--- src/rtl/fifo_144bit_wr_packer.sv ---
// Packs pairs of 72-bit stream beats into 144-bit FIFO words; WR_PACK_STATS_EN adds word/pad counters.
// Latency: word on din/wr_en one cycle after its completing beat; one beat absorbed per cycle.
// Backpressure: while full holds a pending word, in_ready drops and din/pad_flag stay frozen.
module fifo_144bit_wr_packer #(
  parameter int HSIZE = 72,
  parameter int CNTW  = 32
) (
  input  logic               wr_clk,
  input  logic               wr_rst,
  input  logic [HSIZE-1:0]   in_data,
  input  logic               in_valid,
  input  logic               in_last,
  output logic               in_ready,
  output logic [2*HSIZE-1:0] din,
  output logic               wr_en,
  input  logic               full,
  output logic               pad_flag,
  output logic [CNTW-1:0]    word_cnt,
  output logic [CNTW-1:0]    pad_cnt
);

  localparam logic [0:0] ST_LO = 1'b0;
  localparam logic [0:0] ST_HI = 1'b1;

  typedef struct packed {
    logic [HSIZE-1:0] hi;
    logic [HSIZE-1:0] lo;
  } word_t;

  logic [0:0]       state;
  logic [HSIZE-1:0] lo_reg;
  word_t            out_word;
  logic             out_pend;
  logic             acc;
  logic             form;

  assign din      = out_word;
  assign wr_en    = out_pend && !full && !wr_rst;
  assign in_ready = !wr_rst && (!out_pend || !full);
  assign acc      = in_valid && in_ready;
  // A word completes on the second beat of a pair or on a lone last beat.
  assign form     = acc && ((state == ST_HI) || in_last);

  always_ff @(posedge wr_clk) begin
    if (wr_rst) begin
      state    <= ST_LO;
      lo_reg   <= '0;
      out_word <= '0;
      out_pend <= 1'b0;
      pad_flag <= 1'b0;
    end else begin
      if (acc) begin
        if (state == ST_LO) begin
          if (in_last) begin
            out_word <= '{hi: '0, lo: in_data};
            pad_flag <= 1'b1;
          end else begin
            lo_reg <= in_data;
            state  <= ST_HI;
          end
        end else begin
          out_word <= '{hi: in_data, lo: lo_reg};
          pad_flag <= 1'b0;
          state    <= ST_LO;
        end
      end
      // A word formed in the same cycle as a write keeps the slot occupied.
      if (form)
        out_pend <= 1'b1;
      else if (wr_en)
        out_pend <= 1'b0;
    end
  end

`ifdef WR_PACK_STATS_EN
  always_ff @(posedge wr_clk) begin
    if (wr_rst) begin
      word_cnt <= '0;
      pad_cnt  <= '0;
    end else if (wr_en) begin
      word_cnt <= word_cnt + CNTW'(1);
      if (pad_flag)
        pad_cnt <= pad_cnt + CNTW'(1);
    end
  end
`else
  assign word_cnt = '0;
  assign pad_cnt  = '0;
`endif

  a_no_write_when_full: assert property (@(posedge wr_clk) !(wr_en && full));

endmodule

--- config.mk ---
export PLATFORM = sky130hd
export DESIGN_NAME = fifo_144bit_wr_packer
export DESIGN_NICKNAME = d
export VERILOG_FILES = /design/src/rtl/fifo_144bit_wr_packer.sv
export SDC_FILE = /design/constraint.sdc
export NUM_CORES = 1
export LEC_CHECK = 0
export CELL_PAD_IN_SITES_DETAIL_PLACEMENT = 0
export CELL_PAD_IN_SITES_GLOBAL_PLACEMENT = 1
export CORE_ASPECT_RATIO = 0.9
export CORE_UTILIZATION = 35
export CTS_CLUSTER_DIAMETER = 30
export DETAILED_ROUTE_END_ITERATION = 16
export HOLD_SLACK_MARGIN = 0.08
export PLACE_DENSITY = 0.86
export SYNTH_ARGS = -nofsm -noshare
export SYNTH_HDL_FRONTEND = slang
export SYNTH_SLANG_ARGS = --single-unit
--- constraint.sdc ---
create_clock -name wr_clk -period 2.8 [get_ports wr_clk]
set_input_delay 0.7 -clock wr_clk [delete_from_list [all_inputs] [get_ports wr_clk]]
set_output_delay 0.7 -clock wr_clk [all_outputs]
set_load 0.05 [all_outputs]
==> results.md <==
- Post-Syn Area: 8910 sq um
- CP startpoint: full
- Commonest non-fill, non-tap cell in the layout: clkdlybuf4s50_1
- # IOs: 288
- Crit path max-delay family: buffers and inverters
- Worst Hold Depth: 1
- Met2 wire length: 11,970 um
- Critical path type: in -> out
- Met3 wire len: 1513 um
- Max cap viols: 0
- CTS clk-pin slew, worst paths: 0.04 ns
- Crit start category: input pin
- Clock power share: 56.1%
- Gate power share: 12.6%
- DP HPWL: 15,310 um
- Reg2reg path depth: 4
- Internal: 0.007974 W
- Pleak: just over 5 nW
- Slowest cell delay on critical path: 0.54 ns
- Share of cells above drive strength 1: 10.34%
- Post-CTS Resized: 0
- CTS Buffer Depth: 3
- Seq/Total Area, Yosys: 49.21%
- CP Max Fanout: 5
- Max-slew headroom: 57.95%
- CTS Hold Bufs: 0
- CTS Buf Count: 48
- Die height: ~150 um
- Total wire length: 25,310 um
- Row Count: 55
- H-tree levels: 2
- Die width: approximately 170 um
- R2r startpoint: state$_SDFFE_PP0P_
- Initial Utilization: 35.57%
- Power Density: 819.3 nW/um^2
- Final-report hold violation count: 0
- Critical Path RT: 2.10 ns
- Final min period: 2.554 ns
- Tcrit/Tclk final: approximately nine tenths
- Global route overflow: 0
- Worst Max-Slew Pin Slew: 0.6307 ns
- First-pass GRT wire length: roughly 40,000 um
- FF+latch count, synth: between 200 and 250
- Sw power: 0.002744 W
- Via density: 5.200
- CP Buf/Inv Count: 2
- Nature of the critical path endpoint: output port
- Setup TNS: 0 ns
- Die area: 26,100 sq um
- Total track usage: about a fifth
- DR vias: approximately 7,700
- Status: finished clean
- Worst r2r dst: din[72]$_SDFFE_PP0P_
- Top Metal Used: met4
- Core area: between 20,000 and 30,000 sq um
- N_diodes: 0
- # Post-CTS Setup Buffers: 0
- Setup-failing EPs final: 0
- Cell Chain, Critical Path: clkdlybuf4s50_1 > nor3b_1 > buf_12
- PortBufs: ~220
- Max FFs per register: 144
- Most frequent cells in the layout: 221 x clkdlybuf4s50_1, 218 x dfxtp_1, 144 x o211ai_1
- DRT Pass-1 Iters: 5
- Worst reg-to-reg setup slack: 0.89 ns
- Routed len/inst: ~17 um
- Worst vdd ir: roughly 450 uV
- Largest net degree at the start of global routing: roughly 90
- Avg Cell Area, Syn: between 9 and 10 sq um
- Post-synthesis instance total: a little over 900
- Switching part of the total: 25.60%
- CP arrival: 1.85 ns
- Sequential share of power: 31.3%
- Met1 wire length: 11,490 um
- Initial antenna violation count: 0
- Distinct cells, synth: 24
- HP Class: reg -> reg
- Slowest-stage cell, CP: clkdlybuf4s50_1
- Vias in the first global route: between 7,000 and 8,000
- Pins Over Slew Limit: 0
- Area Growth Syn to Fin: 46.82%
- WHS Endpoint: din[119]$_SDFFE_PP0P_
- RSZ-0062 raised after global routing: false
- CTS tree: done
- Residual DRC: 0
- # nets final: around 1,200
- Fill cells: roughly 2,200
- Fmax: around 0.39 GHz
- Final GP Congestion: 0.7193
- Detail Route Antenna Nets: 0
- Clk_skew: ~0.012 ns
- Root Driver: clkbuf_16
- Warnings, synthesis: 0
- CTS sink count: between 200 and 250
- DRT iter0 DRCs: a little over 500
- Min-Delay Startpoint: din[119]$_SDFFE_PP0P_
- Clock Latency Late Sink: 0.52 ns
- Power after layout: 0.01072 W
==> routing by layer <==
metal / up-vias / track usage, %
li1: 3689 / -
met1: 3764 / 25.09
met2: 230 / 30.46
met3: 29 / 4.247
met4: 0 / 5.663
met5: - / 0
==> per-stage QoR <==
| step | cells | hold slack (ns) | utilization [%] | cell area, sq um | worst slack, ns |
|---|---|---|---|---|---|
| global placement | 1396 | 0.4614 | 45.25 | 11330 | 0.2932 |
| CTS | 1483 | 0.4776 | 52.22 | 13080 | 0.2388 |
| floorplan | 969 | 0.4659 | - | 9146 | 0.2420 |
| finish | 1483 | 0.4746 | 52.22 | 13080 | 0.2463 |
| detailed placement | 1396 | 0.4634 | 45.25 | 11330 | 0.2537 |
| global route | 1483 | 0.4832 | 52.22 | 13080 | 0.1712 |
==> kinds of logic after synthesis <==
family / share of synthesized area [%]
AO/OA/AOI/OAI: 23.99
buffers and inverters: 10.15
AND/OR/NAND/NOR: 8.524
flip-flops: 49.21
multiplexers: 8.089
other: 0.04209
==> worst max path at each step <==
stage / end / slack [ns] / cells after the start
2_1_floorplan: wr_en / 0.24 / 1
3_3_place_gp: wr_en / 0.29 / 3
3_5_place_dp: wr_en / 0.25 / 3
4_1_cts: wr_en / 0.24 / 3
5_1_grt: wr_en / 0.17 / 3
6_report: wr_en / 0.25 / 3
==> final cells by class <==
class                      instances  area [sq um]  share of cell area [%]
sequential                       219          4388                   33.54
multi-input combinational        583          3885                   29.70
timing repair buffer             251          2625                   20.07
clock buffer                      64          1353                   10.34
tap                              342         427.9                   3.271
clock inverter                    23         394.1                   3.013
inverter                           1         8.758                 0.06695
==> cell usage after synthesis (all sizes together) <==
master / instances / area, sq um
and3: 1 / 6.260
o21ai: 72 / 360.4
a21bo: 1 / 10.01
dfxtp: 219 / 4384
or2: 1 / 6.260
buf: 109 / 686.9
nand2: 73 / 274.0
clkbuf: 57 / 214.0
inv: 1 / 3.750
nor3b: 1 / 7.510
nor2b: 1 / 6.260
a21oi: 5 / 36.29
a211oi: 1 / 7.510
nand4: 72 / 450.4
o211ai: 144 / 1081
a22o: 72 / 630.6
mux2i: 72 / 720.7
nor2: 1 / 3.750
conb: 1 / 3.750
a21boi: 1 / 11.26
nand3: 1 / 5.000
==> power groups by stage <==
stage / clock network (W) / registers (W) / logic (W)
6_report: 0.00602 / 0.00335 / 0.00135
2_1_floorplan: 0 / 0.00368 / 0.000650
3_3_place_gp: 0 / 0.00340 / 0.00134
4_1_cts: 0.00610 / 0.00335 / 0.00135
5_1_grt: 0.00627 / 0.00337 / 0.00142
3_5_place_dp: 0 / 0.00341 / 0.00135
No activity file was read; power rests on OpenSTA's default activity.
